### src/rtl/img_stream_arbiter_if.sv
// img_stream_arbiter_if: channel inputs, FIFO-side controls and the shared output port of the stream arbiter.
// The master modport is the arbiter; the slave modport is the channel/FIFO environment.
interface img_stream_arbiter_if #(
  parameter int NCH = 4,
  parameter int DW  = 32,
  parameter int MW  = 2,
  parameter int SW  = $clog2(NCH)
);
  logic [NCH*MW-1:0] slv_mode;
  logic [NCH-1:0]    slv_data_valid;
  logic [NCH-1:0]    slv_proc_valid;
  logic [NCH*DW-1:0] slv_data;
  logic [NCH-1:0]    slv_ready;
  logic              fifo_full;
  logic              mstr_cmplt;
  logic [MW-1:0]     slvx_mode;
  logic              slvx_data_valid;
  logic              slvx_proc_val;
  logic [DW-1:0]     slvx_data;
  logic [SW-1:0]     data_source;
  modport master (
    input  slv_mode, slv_data_valid, slv_proc_valid, slv_data, fifo_full, mstr_cmplt,
    output slv_ready, slvx_mode, slvx_data_valid, slvx_proc_val, slvx_data, data_source
  );
  modport slave (
    output slv_mode, slv_data_valid, slv_proc_valid, slv_data, fifo_full, mstr_cmplt,
    input  slv_ready, slvx_mode, slvx_data_valid, slvx_proc_val, slvx_data, data_source
  );
endinterface

### src/rtl/img_stream_arbiter.sv
// img_stream_arbiter: N-channel round-robin stream arbiter with bounded bursts, fifo_full backpressure and flush.
// Define ARB_STRICT_PRIO_EN to pick the lowest-index requester instead of round-robin.
module img_stream_arbiter #(
  parameter int NCH   = 4,
  parameter int DW    = 32,
  parameter int MW    = 2,
  parameter int BURST = 16
) (
  input logic clk,
  input logic rst_n,
  img_stream_arbiter_if.master bus
);
  localparam int SW = $clog2(NCH);
  localparam int CW = $clog2(BURST + 1);
  typedef enum logic [1:0] {IDLE, GRANT, FLUSH} state_t;
  state_t state, state_d;
  logic [SW-1:0] owner, pick, idx, src;
  logic [CW-1:0] beat_cnt;
  logic [NCH-1:0] req;
  logic any_req, acc, last, grab, rel, flush, vld, pvl;
  logic [MW-1:0] mode;
  logic [DW-1:0] data;
  for (genvar i = 0; i < NCH; i++) begin : g_req
    assign req[i] = |bus.slv_mode[i*MW +: MW];
  end
  assign any_req = |req;
  assign flush = bus.mstr_cmplt || state == FLUSH;
  assign bus.slv_ready = (state == GRANT && !bus.fifo_full && !bus.mstr_cmplt) ? NCH'(1) << owner : '0;
  assign acc = bus.slv_ready[owner] & bus.slv_data_valid[owner];
  assign last = acc && beat_cnt == CW'(BURST - 1);
  // scanning from the far end lets the nearest requester overwrite earlier matches
`ifdef ARB_STRICT_PRIO_EN
  always_comb begin
    pick = '0;
    idx = '0;
    for (int k = NCH - 1; k >= 0; k--) begin
      idx = SW'(k);
      pick = req[idx] ? idx : pick;
    end
  end
`else
  logic [SW-1:0] rr_ptr;
  always_comb begin
    pick = '0;
    idx = '0;
    for (int k = NCH - 1; k >= 0; k--) begin
      idx = SW'((int'(rr_ptr) + k) % NCH);
      pick = req[idx] ? idx : pick;
    end
  end
  always_ff @(posedge clk or negedge rst_n)
    if (!rst_n) rr_ptr <= '0;
    else if (flush) rr_ptr <= '0;
    else if (rel) rr_ptr <= owner == SW'(NCH - 1) ? '0 : owner + 1'b1;
`endif
  always_comb begin
    state_d = state;
    grab = 1'b0;
    rel = 1'b0;
    if (bus.mstr_cmplt) state_d = FLUSH;
    else case (state)
      IDLE: begin
        grab = any_req;
        state_d = any_req ? GRANT : IDLE;
      end
      GRANT: begin
        rel = last || !req[owner];
        state_d = rel ? IDLE : GRANT;
      end
      default: state_d = IDLE;
    endcase
  end
  always_ff @(posedge clk or negedge rst_n)
    if (!rst_n) state <= IDLE;
    else state <= state_d;
  // the accepted beat is registered even when the grant is released in the same cycle
  always_ff @(posedge clk or negedge rst_n) begin
    if (!rst_n) begin
      owner <= '0;
      src <= '0;
      beat_cnt <= '0;
      vld <= 1'b0;
      pvl <= 1'b0;
      mode <= '0;
      data <= '0;
    end else if (flush) begin
      src <= '0;
      vld <= 1'b0;
      pvl <= 1'b0;
      mode <= '0;
      data <= '0;
    end else begin
      vld <= acc;
      if (acc) begin
        data <= bus.slv_data[int'(owner)*DW +: DW];
        mode <= bus.slv_mode[int'(owner)*MW +: MW];
        pvl <= bus.slv_proc_valid[owner];
        beat_cnt <= beat_cnt + 1'b1;
      end
      if (grab) begin
        owner <= pick;
        src <= pick;
        beat_cnt <= '0;
      end
    end
  end
  assign bus.slvx_data_valid = vld;
  assign bus.slvx_proc_val = pvl;
  assign bus.slvx_mode = mode;
  assign bus.slvx_data = data;
  assign bus.data_source = src;
endmodule

### src/flat_wrapper.sv
// flat-port wrapper written by rule: the top's interface ports become plain ports
module img_stream_arbiter_flat 
#(
  parameter int NCH   = 4,
  parameter int DW    = 32,
  parameter int MW    = 2,
  parameter int BURST = 16
)
  (clk, rst_n, bus_slv_mode, bus_slv_data_valid, bus_slv_proc_valid, bus_slv_data, bus_fifo_full, bus_mstr_cmplt, bus_slv_ready, bus_slvx_mode, bus_slvx_data_valid, bus_slvx_proc_val, bus_slvx_data, bus_data_source);
  img_stream_arbiter_if #(.NCH(NCH), .DW(DW), .MW(MW)) bus_i ();
  input logic clk;
  input logic rst_n;
  input wire logic [$bits(bus_i.slv_mode)-1:0] bus_slv_mode;
  input wire logic [$bits(bus_i.slv_data_valid)-1:0] bus_slv_data_valid;
  input wire logic [$bits(bus_i.slv_proc_valid)-1:0] bus_slv_proc_valid;
  input wire logic [$bits(bus_i.slv_data)-1:0] bus_slv_data;
  input wire logic [$bits(bus_i.fifo_full)-1:0] bus_fifo_full;
  input wire logic [$bits(bus_i.mstr_cmplt)-1:0] bus_mstr_cmplt;
  output wire logic [$bits(bus_i.slv_ready)-1:0] bus_slv_ready;
  output wire logic [$bits(bus_i.slvx_mode)-1:0] bus_slvx_mode;
  output wire logic [$bits(bus_i.slvx_data_valid)-1:0] bus_slvx_data_valid;
  output wire logic [$bits(bus_i.slvx_proc_val)-1:0] bus_slvx_proc_val;
  output wire logic [$bits(bus_i.slvx_data)-1:0] bus_slvx_data;
  output wire logic [$bits(bus_i.data_source)-1:0] bus_data_source;
  assign bus_i.slv_mode = bus_slv_mode;
  assign bus_i.slv_data_valid = bus_slv_data_valid;
  assign bus_i.slv_proc_valid = bus_slv_proc_valid;
  assign bus_i.slv_data = bus_slv_data;
  assign bus_i.fifo_full = bus_fifo_full;
  assign bus_i.mstr_cmplt = bus_mstr_cmplt;
  assign bus_slv_ready = bus_i.slv_ready;
  assign bus_slvx_mode = bus_i.slvx_mode;
  assign bus_slvx_data_valid = bus_i.slvx_data_valid;
  assign bus_slvx_proc_val = bus_i.slvx_proc_val;
  assign bus_slvx_data = bus_i.slvx_data;
  assign bus_data_source = bus_i.data_source;
  img_stream_arbiter #(.NCH(NCH), .DW(DW), .MW(MW), .BURST(BURST)) u_core (.clk(clk), .rst_n(rst_n), .bus(bus_i));
endmodule
### config.mk
export PLATFORM = sky130hd
export DESIGN_NAME = img_stream_arbiter_flat
export DESIGN_NICKNAME = d
export VERILOG_FILES = /design/src/rtl/img_stream_arbiter_if.sv /design/src/rtl/img_stream_arbiter.sv /design/src/flat_wrapper.sv
export SDC_FILE = /design/constraint.sdc
export NUM_CORES = 1
export LEC_CHECK = 0
export ABC_AREA = 1
export BUFFER_PORTS_ARGS = -buffer_cell sky130_fd_sc_hd__buf_2
export CORE_MARGIN = 8
export CORE_UTILIZATION = 34
export CTS_BUF_LIST = sky130_fd_sc_hd__clkbuf_8
export CTS_CLUSTER_DIAMETER = 80
export CTS_CLUSTER_SIZE = 28
export DETAILED_ROUTE_END_ITERATION = 8
export GPL_ROUTABILITY_DRIVEN = 0
export PLACE_DENSITY = 0.72
export SLEW_MARGIN = 5
export SYNTH_ARGS = -nofsm -noshare
export SYNTH_HDL_FRONTEND = slang
export SYNTH_SLANG_ARGS = --single-unit
export TNS_END_PERCENT = 100
### constraint.sdc
create_clock -name clk -period 2 [get_ports clk]
set_clock_uncertainty 0.15 [all_clocks]
set_input_delay 0.1 -clock clk [delete_from_list [all_inputs] [get_ports clk]]
set_output_delay 0.1 -clock clk [all_outputs]
set_load 0.005 [all_outputs]
Word-level counts from Yosys, hierarchy flattened. Index checks and enable logic that the tools add are counted.

Multiplexer cells: 43. $lt $le $gt $ge: 5. Reductions and logical operators: 20. Eq/ne operators: 4. Add/subtract/negate cells: 5. Shift-type cells: 3. Bitwise operators: 2.

Operators with widths (count): $shiftx A128 B8 Y32 (1); $mux W32 (2); $mux W2 (12); $mux W1 (17); $bmux W1 S2 (8); $lt A2 B3 Y1 const B (5); $mux W5 (2); $reduce_bool A2 Y1 (4); $reduce_or A2 Y1 (4); $reduce_or A8 Y1 (1); $shiftx A8 B4 Y2 (1); $add A5 B1 Y5 const B (1); $eq A5 B4 Y1 const B (1); $add A2 B1 Y2 const B (2); $add A2 B2 Y2 const B (2); $eq A2 B2 Y1 const B (2); $mux W4 (1); $pmux W2 S2 (1); $reduce_and A2 Y1 (2); $shl A1 B2 Y4 const A (1); $logic_and A1 B1 Y1 (3); $logic_not A1 Y1 (3); $eq A2 B1 Y1 const B (1); $logic_not A2 Y1 (1); other kinds (3) (4).

Flip-flop bits (word level): 49. Logic and storage cells: 91. Output and inout bits: 42.

Depth between registers and ports, before layout.
Depth in word-level cells: 13. Mapped depth: 12.

Worst setup path before layout. No wires, ideal clock.

Kind: reg2reg. From: reg u_core.owner[1]. To: reg u_core.beat_cnt[2]. Required time: 1.729 ns. Slack: 0.018 ns. Period minus slack after synthesis: 1.982 ns. Cell stages (with the launch flop): 11. Buffers on the path: 3. Data arrival time: 1.711 ns. Cells stage by stage: dfrtp_1 inv_1 buf_2 clkbuf_1 ha_1 nand4_1 nand3_1 nand2_2 buf_4 o21ai_0 nor2_1.

Word-level cells in the longest chain between the ends: 7. Elaborated cells on any way between the ends: 9.

Ends and longest elaborated chain: start: declaration (line img_stream_arbiter.sv:17) `logic [SW-1:0] owner, pick, idx, src;`; start signal: assignment (line img_stream_arbiter.sv:101) `owner <= pick;`; $shl A1 B2 Y4 (line img_stream_arbiter.sv:28) `assign bus.slv_ready = (state == GRANT && !bus.fifo_full && !bus.mstr_cmplt) ? NCH'(1) << owner : '0;`; $mux W4 (line img_stream_arbiter.sv:28); $bmux W1 S2 (line img_stream_arbiter.sv:29) `assign acc = bus.slv_ready[owner] & bus.slv_data_valid[owner];`; $mux W1 (not written as such) (line img_stream_arbiter.sv:29); $and A1 B1 Y1 (*) (line img_stream_arbiter.sv:29); $reduce_bool A2 Y1 (no source line) (*); $reduce_and A2 Y1 (no source line) (*); end signal: assignment (line img_stream_arbiter.sv:98) `beat_cnt <= beat_cnt + 1'b1;`; end: declaration (line img_stream_arbiter.sv:18) `logic [CW-1:0] beat_cnt;`.

Mark *: on every way between the ends. The rest lies on a longest branch, timed or not. The select of a mux whose other input is x is not followed. A chain may end at the register's enable or synchronous reset.

Worst setup path in the final report.
From: reg u_core.owner[0]. To: reg u_core.rr_ptr[0].

Word-level cells in the longest chain between the ends: 10. Elaborated cells on any way between the ends: 20.

Ends and longest elaborated chain: $shl A1 B2 Y4 (line img_stream_arbiter.sv:28); $mux W4 (line img_stream_arbiter.sv:28); $bmux W1 S2 (line img_stream_arbiter.sv:29); $mux W1 (not written as such) (line img_stream_arbiter.sv:29); $and A1 B1 Y1 (line img_stream_arbiter.sv:29); $logic_and A1 B1 Y1 (line img_stream_arbiter.sv:30) `assign last = acc && beat_cnt == CW'(BURST - 1);`; $logic_or A1 B1 Y1 (line img_stream_arbiter.sv:67) `rel = last || !req[owner];`; $mux W1 (line img_stream_arbiter.sv:61) `else case (state)`; $mux W1 (line img_stream_arbiter.sv:60) `if (bus.mstr_cmplt) state_d = FLUSH;`; $reduce_bool A2 Y1 (no source line); end signal: assignment (line img_stream_arbiter.sv:54) `else if (rel) rr_ptr <= owner == SW'(NCH - 1) ? '0 : owner + 1'b1;`; end: declaration (line img_stream_arbiter.sv:42) `logic [SW-1:0] rr_ptr;`.

Several ways; a longest one is shown, not always the timed one. The select of a mux whose other input is x is not followed.

==> flow_summary.toml <==
[status]
status = "finished clean"

[worst_setup_path]
cp_data_arrival_time_ps = 1950
end_kind = "register"
start_kind = "register"
crit-reg2reg-launch = "u_core.owner[0]"
r2r_cells = 8
worstSetupPathType = "register to register"
cp.required_ps = 2080
crit-reg2reg-capture = "u_core.rr_ptr[0]"
crit_start = "u_core.owner[0]"
worst-path-max-fanout = 34
r2r_slack_ps = 130

[route]
drcViolationCount = 0
ant_nets = 0
drt_wl_total_um = 12100
detail_route.iter0.violations = 216
first_pass_iters = 5
drt-vias-per-instance = 5.045
avgRoutedWirePerCell_um = 15.03
routed-via-count = 4061

[power]
irDropWorstVdd_uv = 257.6
power_density_mw_per_mm2 = 598.5
leakage_nw = 2.525
total_power_mw = 2.693

[hold_path]
holdPathEnd = "u_core.bus.slvx_data[3]"
min-delay-start = "bus_slv_data[3]"
worstHoldPathCells = 5
worstHoldPathType = "input pin to register"

[sta]
max_freq_mhz = 533.8
min_period_ps = 1873
worst_slack_ps = 126.6
min_period_over_period_pct = 93.67
grt_setup_unrepaired = "false"
fin_tns_setup_ps = 0
setup_viol = 0
report.final.hold_viol_count = 0
worst_rel_slew_slack_pct = 54.39
finalMaxSlewViolations = 0
max_slew.worst_pin.slew_ps = 684.1
fin_hold_ws_ps = 24.41

[floorplan]
placementRows = 36
initial_core_util_pct = 34.41
io-pin-count = 190
dieArea_mm2 = 0.01317
design.core.area_mm2 = 0.009639
chipHeight_um = 114.8
die_w_um = 114.8

[cells_and_area]
num_antenna_cells = 0
layoutNonFillerInstCount = 805
drive_gt1_share_pct = 33.33
finish.net_count = 825
layout-area-overhead-vs-synth_pct = 35.65

[place]
place_ws_ps = 64.74
place_hpwl_um = 9401
placement.io_buffers = 189
cell_count_post_placement = 794

[clock_tree]
htreeDepth = 2
clk_root_buffer_cell = "clkbuf_8"
cts_buffers = 5
cts.sink_count = 49
cts.path.max_buffers = 2
clk_latency_ps = 300
cts_tree = "yes"
clk_pin_slew_ps = 90

[yosys]
async_reset_ff_share_pct = 100.0
netlist_top_cells_count = "nand2_1, nor2_1, o21ai_0"
seq_area_frac_synth_pct = 36.97
synth_area_leaders = "dfrtp_1, o21ai_0, nand2_1"
synth-seq-cells = 49
synth_ff_type = "dfrtp_1"
netlist-cell-type-count = 25
post-synth-top-count-cell = "nand2_1"
synth_top_cell_area_share_pct = 36.97
yosysWarnings = 0
synth_top_area_cell = "dfrtp_1"
count_of_flip_flops_with_a_built_in_enable_after_synthesis = 0
syn-num-nets = 649
synth_cell_area_mm2 = 0.003317
post_synth_inst_count = 495
syn-mean-instance-area_um2 = 6.701

[flow_run]
max-cap-violations = 0

[global_routing]
overflow = 0
maximum_number_of_pins_on_one_net_before_global_route_repair = 41
grt_pass1_vias = 4193
grt_usage_pct = 17.55
antenna_found_initial = 0
grt_first_pass_wirelength_um = 18990
-- report_power, final --
| group | total [mW] | internal, mW | switching (mW) |
|---|---|---|---|
| clock | 0.558 | 0.238 | 0.320 |
| combinational | 0.977 | 0.396 | 0.580 |
| sequential | 1.16 | 1.09 | 0.0721 |
-- state kept, by name, indices dropped and copies added (netlist names) --
name / count
u_core.beat_cnt: 5
u_core.bus.data_source: 2
u_core.bus.slvx_data: 32
u_core.bus.slvx_data_valid: 1
u_core.bus.slvx_mode: 2
u_core.bus.slvx_proc_val: 1
u_core.owner: 2
u_core.rr_ptr: 2
u_core.state: 2
-- routing by layer --
layer	GRT usage (%)	up-vias	part of all wire, %
met4	3.853	0	1.0
met1	20.08	1853	41
li1	-	2011	-
met3	5.672	17	9.1
met5	0	-	0
met2	31.16	180	49
-- worst max-delay path by stage --
stage	cells past startpoint	slack, ps	to
finish	8	130	u_core.rr_ptr[0]
global route	9	5	u_core.rr_ptr[0]
CTS	7	10	u_core.bus.slvx_data[5]
detailed placement	7	60	u_core.bus.slvx_data[5]
global placement	7	180	u_core.bus.slvx_data[5]
floorplan	10	20	u_core.beat_cnt[2]
-- metrics by stage --
step / cell area [um^2] / util (%)
after floorplan: 3317 / -
after global placement: 4360 / 45.24
after detailed placement: 4360 / 45.24
after CTS: 4463 / 46.30
after global routing: 4499 / 46.68
final: 4499 / 46.68
-- placed cells by master (no fill, tap or decap), types with 2 or more instances in the layout --
cell type	count
a21oi_1	6
buf_2	189
buf_4	11
clkbuf_8	5
clkinv_2	2
dfrtp_1	48
dlygate4sd3_1	2
ha_1	6
inv_1	18
inv_2	5
nand2_1	105
nand3_1	50
nand3b_1	2
nand4_1	3
nor2_1	91
o21ai_0	79
o22ai_1	36
-- area by class of cell --
| type | instances | area (um^2) |
|---|---|---|
| Timing Repair Buffer | 205 | 1105 |
| Tap cell | 133 | 166.4 |
| Inverter | 23 | 88.84 |
| Fill cell | 1011 | 5140 |
| Multi-Input combinational cell | 387 | 1829 |
| Clock inverter | 3 | 13.76 |
| Clock buffer | 5 | 68.82 |
| Sequential cell | 49 | 1227 |
-- logic make-up (layout without fill, tap and decap cells) --
kind of cell	Yosys count	after routing	share of synthesized area, %
simple gates	258	258	32.63
compound gates	122	122	19.84
buf+inv	59	236	8.034
flops	49	49	36.97
fa+ha+maj	6	6	2.263
xor+xnor	1	1	0.2641
-- worst max-delay path, cell delays in order (launching register included) --
cell and delay [ps]:
dfrtp_2 480, inv_2 110, buf_4 320, o21ai_0 140, a21oi_1 180, nand2_1 140
nand3_1 90, nand2_1 50, nor2_1 130
-- what timing repair did --
item                                    CTS  global route
hold buffers                              2             0
gates resized for setup                   0             4
buffers inserted                          0             0
endpoints found under the setup margin    0            37
endpoints found under the hold margin    27             0
Power figures use the tool's default switching activity.
